## config.mk

```make
export PLATFORM = sky130hd
export DESIGN_NAME = port_arbiter
export DESIGN_NICKNAME = d
export VERILOG_FILES = /design/src/rtl/port_arbiter.sv
export SDC_FILE = /design/constraint.sdc
export NUM_CORES = 1
export LEC_CHECK = 0
export ABC_AREA = 1
export CAP_MARGIN = 20
export CORE_AREA = 8 8 146 148
export CTS_BUF_LIST = sky130_fd_sc_hd__clkbuf_8
export CTS_CLUSTER_DIAMETER = 60
export DETAILED_ROUTE_END_ITERATION = 7
export DIE_AREA = 0 0 154 156
export GPL_TIMING_DRIVEN = 0
export PLACE_DENSITY = 0.79
export SLEW_MARGIN = 10
export SYNTH_ARGS = -nofsm -noshare
export SYNTH_HDL_FRONTEND = slang
export SYNTH_SLANG_ARGS = --single-unit
```

## constraint.sdc

```tcl
create_clock -name clk -period 8.19 [get_ports clk]
set_input_delay 1.2285 -clock clk [delete_from_list [all_inputs] [get_ports clk]]
set_output_delay 1.2285 -clock clk [all_outputs]
set_load 0.03 [all_outputs]
```

## src/rtl/port_arbiter.sv

```systemverilog
// Round-robin output arbiter for one destination port: picks one eligible flit
// per cycle into a single-entry output register that can drain and refill together.

// Per-requester eligibility: a flit requests this port only if it is valid,
// carries the valid marker and is addressed here.
module port_arbiter_req #(
  parameter int PortAddr     = 0,
  parameter int AddressWidth = 3
) (
  input  logic                    i_valid,
  input  logic                    i_vmark,
  input  logic [AddressWidth-1:0] i_dest,
  output logic                    o_req
);
  assign o_req = i_valid & i_vmark & (i_dest == AddressWidth'(PortAddr));
endmodule

module port_arbiter #(
  parameter int PortAddr     = 0,
  parameter int NumIn        = 8,
  parameter int AddressWidth = 3,
  parameter int DataWidth    = 38
) (
  input  logic                       clk,
  input  logic                       rst,
  input  logic [NumIn*DataWidth-1:0] i_data,
  input  logic [NumIn-1:0]           i_valid,
  output logic [NumIn-1:0]           o_ready,
  output logic [DataWidth-1:0]       o_data,
  output logic                       o_valid,
  input  logic                       i_ready,
  output logic [31:0]                o_grant_count,
  output logic                       o_busy
);
  localparam int PtrW = (NumIn > 1) ? $clog2(NumIn) : 1;

  typedef struct packed {
    logic                               vmark;
    logic                               head;
    logic [AddressWidth-1:0]            dest;
    logic [DataWidth-AddressWidth-3:0]  rest;
  } flit_t;

  typedef enum logic {EMPTY, FULL} state_e;

  flit_t [NumIn-1:0] flits;
  logic  [NumIn-1:0] req;

  state_e                state_q, state_d;
  logic [DataWidth-1:0]  data_q, data_d;
  logic [PtrW-1:0]       ptr_q, ptr_d;
  logic [31:0]           cnt_q, cnt_d;

  logic                  win_found;
  logic [PtrW-1:0]       win_idx;
  logic [PtrW:0]         sum;
  logic                  load_en;
  logic                  grant;

  assign flits = i_data;

  for (genvar k = 0; k < NumIn; k++) begin : g_req
    port_arbiter_req #(
      .PortAddr     (PortAddr),
      .AddressWidth (AddressWidth)
    ) u_req (
      .i_valid (i_valid[k]),
      .i_vmark (flits[k].vmark),
      .i_dest  (flits[k].dest),
      .o_req   (req[k])
    );
  end

  // First request at or above ptr, wrapping; index built modulo NumIn so
  // non-power-of-two requester counts wrap correctly.
  always_comb begin
    win_found = 1'b0;
    win_idx   = '0;
    sum       = '0;
    for (int i = 0; i < NumIn; i++) begin
      sum = {1'b0, ptr_q} + (PtrW+1)'(i);
      if (sum >= (PtrW+1)'(NumIn)) sum = sum - (PtrW+1)'(NumIn);
      if (!win_found && req[sum[PtrW-1:0]]) begin
        win_found = 1'b1;
        win_idx   = sum[PtrW-1:0];
      end
    end
  end

  always_ff @(posedge clk or posedge rst) begin
    if (rst) state_q <= EMPTY;
    else     state_q <= state_d;
  end

  always_comb begin
    state_d = state_q;
    case (state_q)
      EMPTY:   if (grant) state_d = FULL;
      FULL:    if (i_ready && !grant) state_d = EMPTY;
      default: state_d = EMPTY;
    endcase
  end

  // Grant is masked by rst so o_ready stays quiet while reset is held.
  always_comb begin
    load_en = (state_q == EMPTY) | i_ready;
    grant   = load_en & win_found & ~rst;
    o_ready = grant ? (NumIn'(1) << win_idx) : '0;
    o_valid = (state_q == FULL);
    o_busy  = o_valid;
  end

  always_comb begin
    data_d = data_q;
    ptr_d  = ptr_q;
    cnt_d  = cnt_q;
    if (grant) begin
      data_d = flits[win_idx];
      ptr_d  = (win_idx == PtrW'(NumIn-1)) ? '0 : win_idx + PtrW'(1);
      cnt_d  = cnt_q + 32'd1;
    end
  end

  always_ff @(posedge clk or posedge rst) begin
    if (rst) begin
      data_q <= '0;
      ptr_q  <= '0;
      cnt_q  <= '0;
    end else begin
      data_q <= data_d;
      ptr_q  <= ptr_d;
      cnt_q  <= cnt_d;
    end
  end

  assign o_data        = data_q;
  assign o_grant_count = cnt_q;
endmodule

```

; ---- Word-level counts from Yosys, hierarchy flattened
; Index checks and enable logic that the tools add are counted.
[totals]
reg_bits = 74
output_inout_bits = 80
wordCells = 132
in_bits = 315
[op_classes]
n_lt_le_gt_ge = 17
bitwise = 21
eq_ne = 1
n_reduce_logical = 24
n_shift = 1
add_sub_neg = 17
muxes = 47
[op_table]
columns = cell, n
row1 = 38-bit binary-select mux with 3-bit select, 1
row2 = 3-bit two-way mux, 17
row3 = 38-bit two-way mux, 1
row4 = 3-bit by 4-bit less-than comparator with 1-bit output (second input constant), 9
row5 = 32-bit by 1-bit adder with 32-bit output (second input constant), 1
row6 = 4-bit greater-or-equal comparator (second input constant), 7
row7 = 1-bit binary-select mux with 3-bit select, 8
row8 = 3-bit zero test, 8
row9 = 3-bit by 1-bit subtractor with 3-bit output (second input constant), 8
row10 = 1-bit bitwise AND, 18
row11 = 1-bit two-way mux, 18
row12 = 3-bit by 3-bit adder with 4-bit output (second input constant), 4
row13 = 3-bit by 2-bit adder with 4-bit output (second input constant), 2
row14 = 1-bit logical AND, 8
row15 = 1-bit zero test, 8
row16 = 8-bit two-way mux, 1
row17 = 1-bit by 3-bit << shifter with 8-bit output (first input constant), 1
row18 = 3-bit by 1-bit adder with 4-bit output (second input constant), 1
row19 = 3-bit by 4-bit greater-or-equal comparator with 1-bit output (second input constant), 1
row20 = 3-bit by 1-bit adder with 3-bit output (second input constant), 1
row21 = 3-bit == test (second input constant), 1
row22 = 1-bit NOT, 2
row23 = 1-bit one-hot mux with 2 select lines, 1
row24 = 1-bit bitwise OR, 1

; ---- Depth between registers and ports, before layout
; Gate-level depths: netlist of the first run.
[depth]
word_depth = 32
depth_mapped = 23
mapped_depth_nobuf = 20

; ---- Hierarchy
; From an unflattened synthesis of the first run, not the netlist that was laid out.
[hier_totals]
cells_unflattened = 1429
area_unflattened_um2 = 7901.3
[modules_own_cells]
columns = module, cells_each, seq_area_each_um2, area_each_um2, n_inst
row1 = port_arbiter, 1381, 1851.8, 7711.1, 1
row2 = port_arbiter_req, 6, 0.0, 23.8, 8

; ---- Worst setup path after synthesis of the first run
; No wires, ideal clock.
[synth_timing]
path_type = input-to-output
startpoint = input rst
endpoint = output o_ready[7]
t_required_ps = 6962
n_path_buf = 2
path_slack_ps = 2892
cell_stages = 5
t_arrival_ps = 4069
cell_sequence = inv_1 > nand3_2 > buf_4 > buf_2 > nor2_1
[synth_between]
elab_chain_len = 3
[synth_lines]
columns = item, line
row1 = from (decl), 25  ; input logic rst,
row2 = 1-bit NOT, 107  ; grant = load_en & win_found & ~rst;
row3 = 1-bit bitwise AND, 107
row4 = 8-bit two-way mux, 108  ; o_ready = grant ? (NumIn'(1) << win_idx) : '0;
row5 = to (decl), 28  ; output logic [NumIn-1:0] o_ready,
; No other way between the ends.

; ---- Worst setup path after layout of the first run
[layout_timing]
startpoint = input i_valid[3]
endpoint = output o_ready[1]
[layout_between]
elab_chain_len = 29
word_cells_on_any_way = 52
cone_classes = 1 x shift / 33 x mux / 4 x bitwise / 14 x reduce/logical
[layout_lines]
columns = item, line
row1 = from (decl), 27  ; input logic [NumIn-1:0] i_valid,
row2 = 1-bit bitwise AND * (2 in a row), 15  ; assign o_req = i_valid & i_vmark & (i_dest == AddressWidth'(PortAddr));
row3 = 1-bit binary-select mux with 3-bit select, 83  ; if (!win_found && req[sum[PtrW-1:0]]) begin
row4 = 1-bit two-way mux (implied by the code), 83
row5 = 1-bit two-way mux, 83
row6 = 1-bit zero test, 83
row7 = 1-bit logical AND, 83
row8 = 1-bit two-way mux, 83
row9 = 1-bit zero test, 83
row10 = (+11 left out), n/a
row11 = 1-bit zero test, 83
row12 = 1-bit logical AND, 83
row13 = 1-bit two-way mux, 83
row14 = 1-bit zero test, 83
row15 = 1-bit logical AND, 83
row16 = 1-bit two-way mux, 83
row17 = 1-bit bitwise AND (2 in a row), 107
row18 = 8-bit two-way mux *, 108
; Every way passes the cells marked *; elsewhere a longest branch is shown, timed or not. The select of a mux whose other input is x is not followed.

==> metrics.log, run 1 <==
INFO  metric final_design_area_no_fill = 11700 um2
INFO  metric post_drt_via_cell_ratio = 5.03
INFO  metric synth_cells = 1265
INFO  metric dpl.cell_count = 1898
INFO  metric crit_family = buffers and inverters
INFO  metric cell_chain_critical_path = clkdlybuf4s50_1, nand2_1, nor2_1, nand3_1, nand3_1, nand2_1, o21ai_1, inv_1, nand3_1, nor2_1, nor2_1, nand3_2, inv_2, clkbuf_1, nand2_1, nor2_1, clkdlybuf4s50_1
INFO  metric cts_made_buffers = 9
INFO  metric cts_post_setup_buffers_inserted = 0
INFO  metric timing.setup.tns = 0 ns
INFO  metric num_io_pins = 395
INFO  metric min_path_type = reg2reg
INFO  metric number_of_synthesized_flops_with_an_enable_pin = 0
INFO  metric yosysUniqueCellTypes = 36
INFO  metric drt-initial-drc-count = 673
INFO  metric timing.critical_path.slowest_cell_delay = 0.68 ns
INFO  metric synth.largest_area_cell = sky130_fd_sc_hd__nand2_1
INFO  metric cp_common_cell = sky130_fd_sc_hd__nor2_1
INFO  metric mean_syn_cell_area = 5.73 um2
INFO  metric synthesis.yosys.warnings = 0
INFO  metric cts_root_buffer = sky130_fd_sc_hd__clkbuf_8
INFO  metric tritoncts = yes
INFO  metric finish.net_count = 1990
INFO  metric seq_area_frac_synth = 25.6%
INFO  metric area_growth_syn_to_layout = 61.8%
INFO  metric maxCapViolCount = 0
INFO  metric fin_crit_period = 6.21 ns
INFO  metric worst_ep_arrival_time = 4.98 ns
INFO  metric core_region_area = 19100 um2
INFO  metric grt_start_max_net_pins = 53
INFO  metric cts_max_level = 3
INFO  metric timing_worst_setup_path_type = in2out
INFO  metric start_util = 38.0%
INFO  metric synthesis.nets = 1584
INFO  metric worst-r2r-setup-slack = 4.36 ns
INFO  metric finalNonFillerCells = 1915
INFO  metric finalSetupViolations = 0
INFO  metric dieWidth = 154 um
INFO  metric dr.pass1.iters = 5
INFO  metric post-synth-top-area-fraction = 30.3%
INFO  metric number_of_nets_with_antenna_violations_after_detailed_routing = 0
INFO  metric cts.sink_count = 74
INFO  metric gp_congestion = 0.948
INFO  metric portBuffers = 394
INFO  metric vias = 9633
INFO  metric cp-end-kind = output port
INFO  metric hold_buffers = 0
INFO  metric slew_headroom = 54.2%
INFO  metric initial_antenna_violation_count = 1
INFO  metric postPlaceCellArea = 11500 um2
INFO  metric tightestPinTransition = 0.687 ns
INFO  metric status = finished, final reports clean
INFO  metric synth_top_flop_cell = sky130_fd_sc_hd__dfrtp_1
INFO  metric fin_crit_sh = 75.8%
INFO  metric grt_pass1_wl = 52500 um
INFO  metric timing.critical_path.from_type = input port
INFO  metric ys_async_sr_fraction = 100%
INFO  metric fp.dieArea = 24000 um2
INFO  metric routed_wire_length_per_instance = 18.1 um
INFO  metric globalRouteTotalUtil = 27.9%
INFO  metric cts.path.max_buffers = 2
INFO  metric worstPathMaxFanout = 10
INFO  metric post_cts_resize_count = 0
INFO  metric ys_top_cells_by_area = sky130_fd_sc_hd__nand2_1 (30%), sky130_fd_sc_hd__dfrtp_1 (26%), sky130_fd_sc_hd__nand3_1 (18%), sky130_fd_sc_hd__inv_1 (5.7%), sky130_fd_sc_hd__nor2_1 (2.8%)
INFO  metric timing_max_transition_violations_final = 0
INFO  metric synth_most_common_cell = sky130_fd_sc_hd__nand2_1
INFO  metric hpwlAfterDp = 28900 um
INFO  metric fin_skew = 0.0148 ns
INFO  metric grt_overflow = 0
INFO  metric timing.critical_path.buf_inv = 5
INFO  metric placement_rows = 51
INFO  metric post-route-drc-count = 0
INFO  metric cts.reportedPaths.clkPinSlew = 0.09 ns
INFO  metric postSynthRegisterBits = 74
INFO  metric layout-drive-gt1-share = 5.73%
INFO  metric die-height = 156 um
INFO  metric synth.top_cells.by_count = sky130_fd_sc_hd__nand2_1 (585), sky130_fd_sc_hd__nand3_1 (257), sky130_fd_sc_hd__inv_1 (111)
INFO  metric rsz0062_at_grt = no
INFO  metric slowest_cp_cell = sky130_fd_sc_hd__clkdlybuf4s50_1
INFO  metric drt-total-wl = 34700 um
INFO  metric syn_area = 7250 um2
INFO  metric worst_skew_pair.late_latency = 0.39 ns
INFO  metric crit_required = 6.96 ns
INFO  metric finalHoldViolCount = 0
INFO  metric first_global_vias = 9694
INFO  metric clock.fmax = 161 MHz
sequential cells by signal, summed over array words and instances (netlist names):
name / flops
o_busy: 1
ptr_q: 3
o_grant_count: 32
o_data: 38
cells in the final DEF (no fill, tap or decap), drive strengths merged:
cell,instances
nand2,589
clkdlybuf4s50,394
nand3,265
inv,119
dfrtp,74
buf,63
nor2,58
clkbuf,24
xor2,18
nand4,16
xnor2,14
nor3,12
o21ai,11
ha,4
clkinv,3
a21oi,3
o21bai,2
o22ai,2
diode,1
nor4b,1
nor4,1
a31oi,1
or2,1
bufinv,1
layer usage:
layer  GRT usage [%]  wire, um  part of all wire (%)
met2            48.9     17100                    49
met1            31.7     13500                    39
met4            11.9      1340                   3.8
met5               0         0                     0
met3            7.26      2750                   7.9
metrics by stage:
step                hold slack (ns)  util [%]  setup WS [ns]
floorplan                     0.642         -           2.89
global placement              0.448      60.2          0.945
detailed placement            0.452      60.4           2.02
CTS                           0.474      61.5           2.01
global route                  0.502      61.5           1.71
finish                        0.471      61.5           1.98
path summary, 6_finish.rpt:
path,to,start,cells after the start
setup reg to reg,ptr_q[2],ptr_q[0],21
hold reg to reg,o_data[35],o_data[35],2
setup / recovery,o_ready[1],i_valid[3],17
max in group asynchronous,o_data[30],rst,3
hold / removal,o_data[35],o_data[35],2
min in group asynchronous,o_grant_count[19],rst,2
worst min-delay path, delay by kind of cell (launching register included):
kind,cells,cell delay (ns)
DFF,1,0.35
and+or+nand+nor,1,0.05
buffers and inverters,1,0.04
logic make-up after synthesis:
| family | Yosys count | synth area share [%] |
|---|---|---|
| AOI/OAI and AO/OA | 19 | 1.67 |
| xor gates and xnor gates | 32 | 3.97 |
| adders and majority gates | 4 | 0.691 |
| buffers and inverters | 193 | 12.6 |
| DFF | 74 | 25.6 |
| and+or+nand+nor | 943 | 55.5 |
area by class of cell:
class	instances	area, um2
fillers	1877	7350
multi-input cells	998	4480
repair buffers	395	3970
flip-flops and latches	74	1850
plain buffers	77	473
inverters	116	440
well taps	238	298
clock buffers	9	124
clock inverters	7	82.6
diodes	1	2.50
Power of run 1 is left out: the tool's default activity adds up to more than one toggle a clock period on the data nets, which glitch-free logic cannot reach.
==> run 2: changes to the inputs <==
- CORE_AREA: 8 8 146 148 -> default
- CORE_ASPECT_RATIO: default -> 1.25
- CORE_MARGIN: default -> 8
- CORE_UTILIZATION: default -> 37
- DIE_AREA: 0 0 154 156 -> default
- PLACE_DENSITY: 0.79 -> 0.8
- clock period: 8.19 -> 5.09 ns (I/O delays scaled with it)
==> metrics.log, run 2 (synthesis results as in run 1) <==
INFO  metric largest_reg_flops = 38 (unchanged)
INFO  metric cts_root_buffer = sky130_fd_sc_hd__clkbuf_8
INFO  metric dieWidth = 141 um (-8.3%)
INFO  metric pre_cts_slack = -0.0607 ns (-2.08 ns)
INFO  metric hpwlAfterDp = 29900 um (+3.5%)
INFO  metric finalSetupViolations = 0 (unchanged)
INFO  metric num_io_pins = 395 (unchanged)
INFO  metric mostFrequentLayoutCells = sky130_fd_sc_hd__nand2_1 (585), sky130_fd_sc_hd__clkdlybuf4s50_1 (386), sky130_fd_sc_hd__nand3_1 (257), sky130_fd_sc_hd__inv_1 (109), sky130_fd_sc_hd__dfrtp_1 (74)
INFO  metric fin_crit_sh = 94.8%
INFO  metric core_region_area = 19300 um2 (+1.3%)
INFO  metric final_design_area_no_fill = 11800 um2 (+0.61%)
INFO  metric fp.dieArea = 24300 um2 (+1.4%)
INFO  metric hold_slack = 0.469 ns (-0.00203 ns)
INFO  metric worst_ep_arrival_time = 4.06 ns (-0.92 ns)
INFO  metric start_util = 37.5% (-0.49 points)
INFO  metric grt_overflow = 0 (unchanged)
INFO  metric routed_wire_length_per_instance = 18.8 um (+4.0%)
INFO  metric post_drt_via_cell_ratio = 5.05 (+0.39%)
INFO  metric die-height = 172 um (+11%)
INFO  metric area_growth_syn_to_layout = 62.8%
INFO  metric number_of_nets_with_antenna_violations_after_detailed_routing = 0 (unchanged)
INFO  metric hold_buffers = 0 (unchanged)
INFO  metric slew_headroom = 43.4% (-11 points)
INFO  metric fin_skew = 0.0124 ns (-0.00242 ns)
INFO  metric mostFrequentLayoutCell = sky130_fd_sc_hd__nand2_1
INFO  metric placement_rows = 57 (+12%)
INFO  metric portBuffers = 394 (unchanged)
INFO  metric initial_antenna_violation_count = 1 (unchanged)
INFO  metric cp-end-kind = output port
INFO  metric first_global_vias = 9830 (+1.4%)
INFO  metric dr.pass1.iters = 7 (+2)
INFO  metric status = finished, final reports clean
INFO  metric tightestPinTransition = 0.849 ns (+0.162 ns)
INFO  metric fin_crit_period = 4.83 ns
INFO  metric cts_made_buffers = 9 (unchanged)
INFO  metric post-route-drc-count = 0 (unchanged)
INFO  metric timing_worst_setup_path_type = reg2out
INFO  metric cts.path.max_buffers = 2 (unchanged)
INFO  metric finish.net_count = 1990 (unchanged)
INFO  metric worst_r2r_path_depth = 18 (-14%)
INFO  metric clock.fmax = 207 MHz
INFO  metric drt-initial-drc-count = 740 (+10%)
INFO  metric layout-drive-gt1-share = 5.91% (+0.18 points)
INFO  metric worstPathMaxFanout = 10 (unchanged)
INFO  metric grt_start_max_net_pins = 56 (+5.7%)
INFO  metric globalRouteTotalUtil = 28.8% (+0.85 points)
INFO  metric finalHoldViolCount = 0 (unchanged)
INFO  metric crit_required = 4.33 ns (-2.63 ns)
INFO  metric grt_pass1_wl = 53700 um (+2.3%)
INFO  metric cts_max_level = 3 (unchanged)
INFO  metric timing.critical_path.from_type = flop
INFO  metric cts.sink_count = 74 (unchanged)
INFO  metric min_path_type = reg2reg
INFO  metric tritoncts = yes
INFO  metric vias = 9802 (+1.8%)
INFO  metric cts.reportedPaths.clkPinSlew = 0.09 ns (about the same)
INFO  metric drt-total-wl = 36600 um (+5.4%)
INFO  metric rsz0062_at_grt = no
INFO  metric utilization_after_layout = 61.0% (-0.42 points)
INFO  metric timing_max_transition_violations_final = 0 (unchanged)
INFO  metric diodes = 0 (-1)
INFO  metric postPlaceCellArea = 11600 um2 (+0.29%)
INFO  metric worst_hold_path.num_cells = 2 (unchanged)
INFO  metric worst_skew_pair.late_latency = 0.37 ns (-0.02 ns)
INFO  metric gp_congestion = 0.941 (-0.79%)
INFO  metric maxCapViolCount = 0 (unchanged)
INFO  metric postLayoutSetupSlackWorst = 0.265 ns (-1.72 ns)
run 2: cell types whose count changed in the layout (fill, tap and decap cells not counted), sizes merged:
cell	delta
clkdlybuf4s50	-8
dlymetal6s2s	+6
dlygate4sd2	+2
buf	+1
bufinv	+1
clkbuf	-1
diode	-1
inv	-1
run 2: layout make-up:
cell class	count	area, um2
clock inverters	7	100
clock buffers	9	124
flip-flops and latches	74	1850
repair buffers	396	3990
plain buffers	76	470
fillers	1875	7530
inverters	116	440
multi-input cells	998	4490
well taps	265	332
run 2: what timing repair did:
item                       CTS  global route
setup endpoints to repair    8             8
pin swaps                    0             1
gates resized for setup      4             7
buffers inserted             0             1
run 2: final timing paths:
path,startpoint,to,slack [ns]
worst max-delay path,ptr_q[1],o_ready[7],0.26
worst min-delay path,o_data[35],o_data[35],0.47
worst max register to register,ptr_q[1],o_data[6],1.25
worst min register to register,o_data[35],o_data[35],0.47
max in group asynchronous,rst,o_grant_count[27],3.80
min in group asynchronous,rst,o_grant_count[8],0.70
run 2: critical path: stages (launching register included):
cell                            delay [ns]
sky130_fd_sc_hd__dfrtp_1              0.37
sky130_fd_sc_hd__buf_2                0.23
sky130_fd_sc_hd__inv_2                0.12
sky130_fd_sc_hd__ha_1                 0.39
sky130_fd_sc_hd__inv_2                0.17
sky130_fd_sc_hd__nand3_1              0.16
sky130_fd_sc_hd__nand2_1              0.10
sky130_fd_sc_hd__nand2_1              0.06
sky130_fd_sc_hd__nand2_2              0.10
sky130_fd_sc_hd__nand2_2              0.07
sky130_fd_sc_hd__nor2_2               0.11
sky130_fd_sc_hd__nand3_2              0.11
sky130_fd_sc_hd__nor2_4               0.17
sky130_fd_sc_hd__nand4_2              0.13
sky130_fd_sc_hd__nand2_1              0.21
sky130_fd_sc_hd__buf_6                0.18
sky130_fd_sc_hd__buf_4                0.20
sky130_fd_sc_hd__ha_1                 0.18
sky130_fd_sc_hd__nand2_1              0.09
sky130_fd_sc_hd__nor2_1               0.09
sky130_fd_sc_hd__dlygate4sd2_1        0.43
run 2: metrics by stage:
stage	setup TNS [ns]	std cells
after floorplan	0	1265
final	0	1941
after global placement	-12.58	1924
after global routing	0	1941
after CTS	0	1940
after detailed placement	-0.222	1925
run 2: layer usage:
layer | global-route usage (%) | routed length [um] | part of all wire, %
met4 | 12.7 | 1390 | 3.8
met2 | 52.0 | 18400 | 50
met3 | 6.60 | 3060 | 8.4
met1 | 31.8 | 13700 | 37
met5 | 0 | 11 | 0.030
Power of run 2 is left out for the same reason.
==> run 3: changes to the inputs <==
- HOLD_SLACK_MARGIN: default -> 0.03
- clock period: 5.09 -> 4.1 ns (I/O delays scaled with it)
==> metrics.log, run 3 (synthesis results as in run 1) <==
INFO  metric mostFrequentLayoutCell = sky130_fd_sc_hd__nand2_1
INFO  metric hpwlAfterDp = 29900 um (unchanged)
INFO  metric maxCapViolCount = 0 (unchanged)
INFO  metric clock.fmax = 255 MHz
INFO  metric cts_made_buffers = 9 (unchanged)
INFO  metric timing.critical_path.from_type = flop
INFO  metric cts.sink_count = 74 (unchanged)
INFO  metric gp_congestion = 0.941 (unchanged)
INFO  metric portBuffers = 394 (unchanged)
INFO  metric initial_antenna_violation_count = 1 (unchanged)
INFO  metric timing.setup.tns = 0 ns (unchanged)
INFO  metric grt_start_max_net_pins = 56 (unchanged)
INFO  metric timing_worst_setup_path_type = reg2out
INFO  metric diodes = 0 (unchanged)
INFO  metric tightestPinTransition = 0.853 ns (+0.00341 ns)
INFO  metric worst_ep_arrival_time = 3.31 ns (-0.75 ns)
INFO  metric placement_rows = 57 (unchanged)
INFO  metric worstPathMaxFanout = 19 (+9)
INFO  metric fp.dieArea = 24300 um2 (unchanged)
INFO  metric mostFrequentLayoutCells = sky130_fd_sc_hd__nand2_1 (584), sky130_fd_sc_hd__clkdlybuf4s50_1 (386), sky130_fd_sc_hd__nand3_1 (257), sky130_fd_sc_hd__inv_1 (109), sky130_fd_sc_hd__dfrtp_1 (74)
INFO  metric slew_headroom = 43.2% (-0.23 points)
INFO  metric fin_skew = 0.0131 ns (+0.000720 ns)
INFO  metric cts.reportedPaths.clkPinSlew = 0.09 ns (about the same)
INFO  metric grt_overflow = 0 (unchanged)
INFO  metric drt-total-wl = 36600 um (about the same)
INFO  metric tritoncts = yes
INFO  metric die-height = 172 um (unchanged)
INFO  metric cts_root_buffer = sky130_fd_sc_hd__clkbuf_8
INFO  metric cp-end-kind = output port
INFO  metric largest_reg_flops = 38 (unchanged)
INFO  metric finalSetupViolations = 0 (unchanged)
INFO  metric final_design_area_no_fill = 12000 um2 (+1.4%)
INFO  metric status = finished, final reports clean
INFO  metric post_drt_via_cell_ratio = 5.09 (+0.79%)
INFO  metric finalHoldViolCount = 0 (unchanged)
INFO  metric grt_pass1_wl = 53700 um (about the same)
INFO  metric core_region_area = 19300 um2 (unchanged)
INFO  metric drt-initial-drc-count = 732 (-1.1%)
INFO  metric rsz0062_at_grt = no
INFO  metric crit_required = 3.48 ns (-0.85 ns)
INFO  metric area_growth_syn_to_layout = 65.1%
INFO  metric cts_max_level = 3 (unchanged)
INFO  metric vias = 9925 (+1.3%)
INFO  metric min_path_type = reg2reg
INFO  metric globalRouteTotalUtil = 28.8% (-0.041 points)
INFO  metric fin_crit_period = 3.93 ns
INFO  metric postPlaceCellArea = 11600 um2 (unchanged)
INFO  metric routed_wire_length_per_instance = 18.8 um (-0.47%)
INFO  metric start_util = 37.5% (unchanged)
INFO  metric number_of_nets_with_antenna_violations_after_detailed_routing = 0 (unchanged)
INFO  metric post-route-drc-count = 0 (unchanged)
INFO  metric dr.pass1.iters = 8 (+1)
INFO  metric worst_skew_pair.late_latency = 0.37 ns (about the same)
INFO  metric num_io_pins = 395 (unchanged)
INFO  metric cts.path.max_buffers = 2 (unchanged)
INFO  metric layout-drive-gt1-share = 7.30% (+1.4 points)
INFO  metric dieWidth = 141 um (unchanged)
INFO  metric timing_max_transition_violations_final = 0 (unchanged)
INFO  metric finish.net_count = 1999 (+0.45%)
INFO  metric first_global_vias = 9823 (-0.071%)
INFO  metric fin_crit_sh = 95.8%
## run 3: cell count changes in the layout (fill, tap and decap cells not counted), sizes merged
cell           delta
buf              +14
dlygate4sd2       -2
clkbuf            +1
dlymetal6s2s      -6
clkdlybuf4s15     +2
## run 3: worst paths after layout
check	from	endpoint	slack (ns)	depth (start not counted)
worst max register to register	ptr_q[1]	o_data[6]	0.54	18
max in group asynchronous	rst	o_grant_count[27]	2.96	3
worst min register to register	o_data[34]	o_data[34]	0.47	2
worst max-delay path	ptr_q[1]	o_ready[6]	0.17	19
min in group asynchronous	rst	o_grant_count[8]	0.55	2
worst min-delay path	o_data[34]	o_data[34]	0.47	2
## run 3: critical path, cell delays in order, from the launching register on
cell and delay, ns:
sky130_fd_sc_hd__dfrtp_1 0.40, sky130_fd_sc_hd__clkbuf_4 0.21, sky130_fd_sc_hd__inv_6 0.11, sky130_fd_sc_hd__ha_4 0.23, sky130_fd_sc_hd__inv_4 0.07, sky130_fd_sc_hd__nand3_1 0.11
sky130_fd_sc_hd__nand2_1 0.12, sky130_fd_sc_hd__nand2_1 0.07, sky130_fd_sc_hd__nand2_2 0.11, sky130_fd_sc_hd__nand2_2 0.08, sky130_fd_sc_hd__nor2_4 0.14, sky130_fd_sc_hd__nand3_4 0.09
sky130_fd_sc_hd__nor2_4 0.21, sky130_fd_sc_hd__nand4_4 0.13, sky130_fd_sc_hd__nand2_4 0.13, sky130_fd_sc_hd__buf_12 0.16, sky130_fd_sc_hd__inv_1 0.08, sky130_fd_sc_hd__nand2_1 0.13
sky130_fd_sc_hd__nor2_1 0.06, sky130_fd_sc_hd__clkdlybuf4s15_2 0.28
## run 3: area by class of cell
cell class | count | area (um2)
tap | 265 | 332
multi-input combinational | 998 | 4580
clock inverter | 7 | 100
clock buffer | 9 | 124
buffer | 74 | 484
fill | 1864 | 7360
sequential | 74 | 1850
timing repair buffer | 407 | 4040
inverter | 116 | 453
## run 3: stage by stage
step | cells | setup WS [ns] | util (%) | hold slack [ns]
5_1_grt | 1950 | 0.00124 | 61.9 | 0.478
3_5_place_dp | 1925 | -0.754 | 59.8 | 0.452
3_3_place_gp | 1924 | -1.93 | 59.6 | 0.449
6_report | 1950 | 0.173 | 61.9 | 0.467
2_1_floorplan | 1265 | 0.0291 | - | 0.642
4_1_cts | 1943 | 0.00565 | 61.2 | 0.473
## run 3: repair_timing
| action | 4_1_cts | 5_1_grt |
|---|---|---|
| endpoints found under the setup margin | 8 | 8 |
| resized for setup | 46 | 24 |
| hold buffers | 0 | 0 |
| setup buffers | 5 | 7 |
| pin swaps | 3 | 8 |
## run 3: per-layer routing
| metal | vias to the layer above | GRT usage, % | share of wire (%) |
|---|---|---|---|
| li1 | 4795 | - | - |
| met1 | 4504 | 32.0 | 37 |
| met2 | 532 | 52.0 | 50 |
| met3 | 92 | 6.27 | 8.9 |
| met4 | 2 | 12.4 | 4.1 |
| met5 | - | 0 | 0.036 |
Power of run 3 is left out for the same reason.
